--- config.mk ---
export PLATFORM = sky130hd
export DESIGN_NAME = lsu_core_flat
export DESIGN_NICKNAME = d
export VERILOG_FILES = /design/src/rtl/lsu_mem_if.sv /design/src/rtl/lsu_core.sv /design/src/flat_wrapper.sv
export SDC_FILE = /design/constraint.sdc
export NUM_CORES = 1
export LEC_CHECK = 0
export BUFFER_PORTS_ARGS = -buffer_cell sky130_fd_sc_hd__buf_2
export CAP_MARGIN = 0
export CELL_PAD_IN_SITES_DETAIL_PLACEMENT = 0
export CELL_PAD_IN_SITES_GLOBAL_PLACEMENT = 1
export CORE_MARGIN = 5
export CORE_UTILIZATION = 42
export CTS_BUF_LIST = sky130_fd_sc_hd__clkbuf_4 sky130_fd_sc_hd__clkbuf_8
export CTS_CLUSTER_DIAMETER = 60
export DETAILED_ROUTE_END_ITERATION = 7
export PLACE_DENSITY = 0.95
export SLEW_MARGIN = 25
export SYNTH_ARGS = -nofsm -noshare
export SYNTH_HDL_FRONTEND = slang
export SYNTH_SLANG_ARGS = --single-unit
--- constraint.sdc ---
create_clock -name clk -period 2.7 [get_ports clk]
set_input_delay 0.27 -clock clk [delete_from_list [all_inputs] [get_ports clk]]
set_output_delay 0.27 -clock clk [all_outputs]
set_load 0.005 [all_outputs]
--- src/rtl/lsu_mem_if.sv ---
// Memory-side bus of the LSU: one read channel and one write channel,
// each using a valid/ready handshake.
interface lsu_mem_if #(
   parameter int ADDR_WIDTH = 8,
   parameter int DATA_WIDTH = 8
);
   logic                  mem_read_valid;
   logic [ADDR_WIDTH-1:0] mem_read_addr;
   logic                  mem_read_ready;
   logic [DATA_WIDTH-1:0] mem_read_data;
   logic                  mem_write_valid;
   logic [ADDR_WIDTH-1:0] mem_write_addr;
   logic [DATA_WIDTH-1:0] mem_write_data;
   logic                  mem_write_ready;

   // LSU side issues requests
   modport master (
      output mem_read_valid, mem_read_addr,
      input  mem_read_ready, mem_read_data,
      output mem_write_valid, mem_write_addr, mem_write_data,
      input  mem_write_ready
   );

   // Memory side answers them
   modport slave (
      input  mem_read_valid, mem_read_addr,
      output mem_read_ready, mem_read_data,
      input  mem_write_valid, mem_write_addr, mem_write_data,
      output mem_write_ready
   );
endinterface

--- src/rtl/lsu_core.sv ---
// Per-lane load/store unit. Issues one memory read or write per
// compute-unit REQ phase, waits for the handshake or a timeout, and
// holds the result until the compute unit reaches WRITEBACK.
module lsu_core #(
   parameter int ADDR_WIDTH     = 8,
   parameter int DATA_WIDTH     = 8,
   parameter int TIMEOUT_CYCLES = 255
) (
   input  logic                  clk,
   input  logic                  reset,
   input  logic                  enable,
   input  logic [3:0]            cu_state,
   input  logic                  mem_ren,
   input  logic                  mem_wen,
   input  logic [DATA_WIDTH-1:0] rs1_data,
   input  logic [DATA_WIDTH-1:0] rs2_data,
   lsu_mem_if.master             mem,
   output logic [1:0]            lsu_state,
   output logic [DATA_WIDTH-1:0] lsu_out,
   output logic                  lsu_error
);

   localparam logic [1:0] S_IDLE = 2'd0;
   localparam logic [1:0] S_REQ  = 2'd1;
   localparam logic [1:0] S_WAIT = 2'd2;
   localparam logic [1:0] S_DONE = 2'd3;

   localparam logic [3:0] CU_IDLE      = 4'd0;
   localparam logic [3:0] CU_REQ       = 4'd3;
   localparam logic [3:0] CU_WRITEBACK = 4'd6;

   localparam int CNT_W = $clog2(TIMEOUT_CYCLES + 1);
   localparam logic [CNT_W-1:0] CNT_MAX = CNT_W'(TIMEOUT_CYCLES);

   logic             op_rd;     // operation in flight is a read
   logic [CNT_W-1:0] to_cnt;
   logic             hs_done;

   // Only the ready of the operation in flight can complete it
   assign hs_done = op_rd ? mem.mem_read_ready : mem.mem_write_ready;

   // Request FSM, bus registers, result and error flag
   always_ff @(posedge clk) begin
      if (reset) begin
         lsu_state           <= S_IDLE;
         mem.mem_read_valid  <= 1'b0;
         mem.mem_write_valid <= 1'b0;
         mem.mem_read_addr   <= '0;
         mem.mem_write_addr  <= '0;
         mem.mem_write_data  <= '0;
         lsu_out             <= '0;
         lsu_error           <= 1'b0;
         to_cnt              <= '0;
         op_rd               <= 1'b0;
      end else if (!enable) begin
         lsu_state           <= S_IDLE;
         mem.mem_read_valid  <= 1'b0;
         mem.mem_write_valid <= 1'b0;
      end else if (lsu_state != S_IDLE && cu_state == CU_IDLE) begin
         // Compute unit went back to IDLE: abandon without touching results
         lsu_state           <= S_IDLE;
         mem.mem_read_valid  <= 1'b0;
         mem.mem_write_valid <= 1'b0;
      end else begin
         case (lsu_state)
            S_IDLE: begin
               if (cu_state == CU_REQ && (mem_ren || mem_wen)) begin
                  // Load wins when both are set
                  op_rd     <= mem_ren;
                  lsu_error <= 1'b0;
                  to_cnt    <= '0;
                  lsu_state <= S_REQ;
                  if (mem_ren) begin
                     mem.mem_read_addr  <= rs1_data[ADDR_WIDTH-1:0];
                     mem.mem_read_valid <= 1'b1;
                  end else begin
                     mem.mem_write_addr  <= rs1_data[ADDR_WIDTH-1:0];
                     mem.mem_write_data  <= rs2_data;
                     mem.mem_write_valid <= 1'b1;
                  end
               end
            end
            S_REQ, S_WAIT: begin
               if (hs_done) begin
                  mem.mem_read_valid  <= 1'b0;
                  mem.mem_write_valid <= 1'b0;
                  if (op_rd) lsu_out <= mem.mem_read_data;
                  lsu_state <= S_DONE;
               end else if (lsu_state == S_REQ) begin
                  lsu_state <= S_WAIT;
               end else if (to_cnt == CNT_MAX) begin
                  mem.mem_read_valid  <= 1'b0;
                  mem.mem_write_valid <= 1'b0;
                  lsu_error <= 1'b1;
                  if (op_rd) lsu_out <= '0;
                  lsu_state <= S_DONE;
               end else begin
                  to_cnt <= to_cnt + 1'b1;
               end
            end
            S_DONE: begin
               if (cu_state == CU_WRITEBACK) lsu_state <= S_IDLE;
            end
            default: lsu_state <= S_IDLE;
         endcase
      end
   end

endmodule

--- src/flat_wrapper.sv ---
// flat-port wrapper written by rule: the top's interface ports become plain ports
module lsu_core_flat 
#(
   parameter int ADDR_WIDTH     = 8,
   parameter int DATA_WIDTH     = 8,
   parameter int TIMEOUT_CYCLES = 255
)
  (clk, reset, enable, cu_state, mem_ren, mem_wen, rs1_data, rs2_data, lsu_state, lsu_out, lsu_error, mem_mem_read_valid, mem_mem_read_addr, mem_mem_read_ready, mem_mem_read_data, mem_mem_write_valid, mem_mem_write_addr, mem_mem_write_data, mem_mem_write_ready);
  lsu_mem_if #(.ADDR_WIDTH(ADDR_WIDTH), .DATA_WIDTH(DATA_WIDTH)) mem_i ();
  input  logic clk;
  input  logic reset;
  input  logic enable;
  input  logic [3:0] cu_state;
  input  logic mem_ren;
  input  logic mem_wen;
  input  logic [DATA_WIDTH-1:0] rs1_data;
  input  logic [DATA_WIDTH-1:0] rs2_data;
  output logic [1:0] lsu_state;
  output logic [DATA_WIDTH-1:0] lsu_out;
  output logic lsu_error;
  output wire logic [$bits(mem_i.mem_read_valid)-1:0] mem_mem_read_valid;
  output wire logic [$bits(mem_i.mem_read_addr)-1:0] mem_mem_read_addr;
  input wire logic [$bits(mem_i.mem_read_ready)-1:0] mem_mem_read_ready;
  input wire logic [$bits(mem_i.mem_read_data)-1:0] mem_mem_read_data;
  output wire logic [$bits(mem_i.mem_write_valid)-1:0] mem_mem_write_valid;
  output wire logic [$bits(mem_i.mem_write_addr)-1:0] mem_mem_write_addr;
  output wire logic [$bits(mem_i.mem_write_data)-1:0] mem_mem_write_data;
  input wire logic [$bits(mem_i.mem_write_ready)-1:0] mem_mem_write_ready;
  assign mem_mem_read_valid = mem_i.mem_read_valid;
  assign mem_mem_read_addr = mem_i.mem_read_addr;
  assign mem_i.mem_read_ready = mem_mem_read_ready;
  assign mem_i.mem_read_data = mem_mem_read_data;
  assign mem_mem_write_valid = mem_i.mem_write_valid;
  assign mem_mem_write_addr = mem_i.mem_write_addr;
  assign mem_mem_write_data = mem_i.mem_write_data;
  assign mem_i.mem_write_ready = mem_mem_write_ready;
  lsu_core #(.ADDR_WIDTH(ADDR_WIDTH), .DATA_WIDTH(DATA_WIDTH), .TIMEOUT_CYCLES(TIMEOUT_CYCLES)) u_core (.clk(clk), .reset(reset), .enable(enable), .cu_state(cu_state), .mem_ren(mem_ren), .mem_wen(mem_wen), .rs1_data(rs1_data), .rs2_data(rs2_data), .mem(mem_i), .lsu_state(lsu_state), .lsu_out(lsu_out), .lsu_error(lsu_error));
endmodule
==> flow_summary.toml <==
[sta]
drv_slew = 0
setup_viol = 0
fmaxAchievable_ghz = 0.433
post-route-period-util = 0.856
finalHoldViolations = 0
layout_min_cycle_time_ps = 2310
tightest_slew_ps = 820
finClkSkew_ps = 4.78
finalWorstSetupSlack_ps = 388
rsz0062_at_grt = "false"
maxSlewHeadroom = 0.453
fin_setup_tns_ps = 0

[synth]
ys_types = 52
ys_seq_elements = 46
synth_cells = 247
syn_nets = 286
yosysSeqAreaShare = 0.406
yosysWarnings = 0
synth_edf_count = 0
async_flop_share = 0
avgSynthCellArea_sq_um = 9.19
synth-main-ff-cell = "dfxtp_1"
synthesis.area_sq_um = 2270

[final_layout]
areaGrowthSynthToFinish_pct = 23.5
final_cell_mix = "71 x buf_2, 46 x dfxtp_1, 28 x nor2_1, 25 x mux2i_1, 17 x nand3_1"
antenna_cells = 0
design_area_sq_um = 2810
fillers = 488
final_layout_size_suffix_gt1_frac = 0.298
final_common_cell = "buf_2"
fin_nets = 357

[route]
drc = 0
drt_wl_total_um = 5690
postRouteAntennaNets = 0
vias = 2164
drt_pass1_iterations = 4
viasPerCell = 5.56
drtIter0Drc = 154
wire_per_inst_um = 14.6

[worst_setup_path]
worst_setup_path_end_kind = "flip-flop"
crit_path_cell_trace = "inv_1 > ha_1 > inv_1 > o22ai_1 > a21oi_1 > a211o_1"
critical_path_arrival_ps = 2510
required_ps = 2890
cp_slowest_cell = "o22ai_1"
slowest_delay_ps = 550
crit_type = "reg2reg"
crit_top_cell = "inv_1"
critPathMaxFanout = 12
cp-start-kind = "flip-flop"

[floorplan]
fp.dieH_um = 83.5
start_util = 0.439
rows = 26
die_w_um = 83.5
fp.coreArea_sq_um = 5170
die_area_sq_um = 6980
ioPinCount = 72

[clocking]
path_clk_slew_ps = 90
htree_levels = 2
cts_sinks = 46
cts_root_buf = "clkbuf_8"
cts_resized = 0
clk_path_buf_depth = 2
clk_latency_ps = 300
cts.hold.buffers_added = 0
cts_tree = "built"
cts_buffers = 5
post_cts_buffers = 0

[outcome]
outcome = "completed"

[pwr]
power.density_nw_per_um2 = 470
leakagePower_uw = 0.00117
total_power_uw = 1320
ir_drop_v = 0.000347

[global_route]
grt.total_usage = 0.166
grt_pass1_vias = 2038
grt_pass1_wl_um = 9800
antenna_found_initial = 0
overflow = 0
grt_max_degree = 49

[placement]
gp_congestion = 0.856
hpwl_um = 4150
portBuffers = 71
preCtsSetupSlack_ps = 456
placed_area_sq_um = 2690

[job]
max_cap_viol_count = 0

[worst_hold_path]
worstHoldPathType = "in2reg"
-- layer usage --
metal | routed length, um | vias to the layer above | global-route usage | part of all wire
met4 | 88 | 0 | 0.0497 | 0.015
li1 | - | 1062 | - | -
met5 | 0 | - | 0 | 0
met1 | 2360 | 998 | 0.213 | 0.41
met2 | 2610 | 96 | 0.261 | 0.46
met3 | 633 | 8 | 0.0592 | 0.11
-- final cells by class --
type,instances,area (sq um),share of cell area
Inverter,7,26.3,0.00937
Sequential cell,46,921,0.328
Clock inverter,2,37.5,0.0134
Clock buffer,6,76.3,0.0272
Multi-Input combinational cell,183,1270,0.453
Tap cell,70,87.6,0.0312
Timing Repair Buffer,75,385,0.137
-- path summary, 6_finish.rpt --
path / cells past startpoint / slack [ps] / startpoint / to
worst min-delay path: 3 / 210 / rs2_data[3] / u_core.mem.mem_write_data[3]
worst max-delay path: 6 / 390 / u_core.lsu_state[0] / u_core.to_cnt[4]
worst min register to register: 2 / 480 / u_core.lsu_out[4] / u_core.lsu_out[4]
worst max register to register: 6 / 390 / u_core.lsu_state[0] / u_core.to_cnt[4]
-- worst max-delay path: cells and delay by family (launching register included) --
family,cells,cell delay [ps]
buf+inv,2,280
compound gates,3,960
fa+ha+maj,1,540
flops,1,420
-- logic make-up after synthesis --
group                      Yosys count  share of synthesized area
adders and majority gates            4                     0.0220
muxes                               27                      0.125
AOI/OAI and AO/OA                   65                      0.196
DFF                                 46                      0.406
and+or+nand+nor                     87                      0.217
buffers and inverters               18                     0.0347
-- report_power, final --
group | total, uW | switching (uW) | internal, uW
sequential | 684 | 2.58 | 681
clock | 519 | 233 | 286
combinational | 115 | 69.0 | 45.7
-- cells in the mapped netlist (all sizes together), types with 2 or more instances --
master  count  area, sq um
buf         4         26.3
nand4       5         31.3
nor3        2         10.0
nor2b       2         12.5
o211ai      4         30.0
nand3b      2         15.0
dfxtp      46          921
and3        2         12.5
mux2i      26          273
nand2       7         26.3
o31ai       2         15.0
nand3      17         85.1
a21oi      13         65.1
nor2       28          105
a31oi       6         37.5
nand2b      9         56.3
o21ai      18         93.8
clkbuf      7         26.3
a211oi      2         15.0
a221oi      3         32.5
inv         7         26.3
or4         5         41.3
nor4        3         33.8
a21boi      4         30.0
ha          4         50.1
a211o       2         17.5
-- sequential cells by signal, indices dropped and copies added, names as in the netlist --
name / flops
u_core.mem.mem_write_data: 8
u_core.mem.mem_write_addr: 8
u_core.lsu_error: 1
u_core.to_cnt: 8
u_core.mem.mem_read_valid: 1
u_core.op_rd: 1
u_core.lsu_out: 8
u_core.mem.mem_read_addr: 8
u_core.mem.mem_write_valid: 1
u_core.lsu_state: 2
-- stage by stage --
| stage | util | std cells | hold slack (ps) |
|---|---|---|---|
| 6_report | 0.542 | 389 | 205 |
| 5_1_grt | 0.542 | 389 | 205 |
| 4_1_cts | 0.542 | 389 | 199 |
| 3_5_place_dp | 0.520 | 381 | 464 |
| 3_3_place_gp | 0.520 | 381 | 455 |
| 2_1_floorplan | - | 247 | 414 |
No activity file was read; power rests on OpenSTA's default activity.
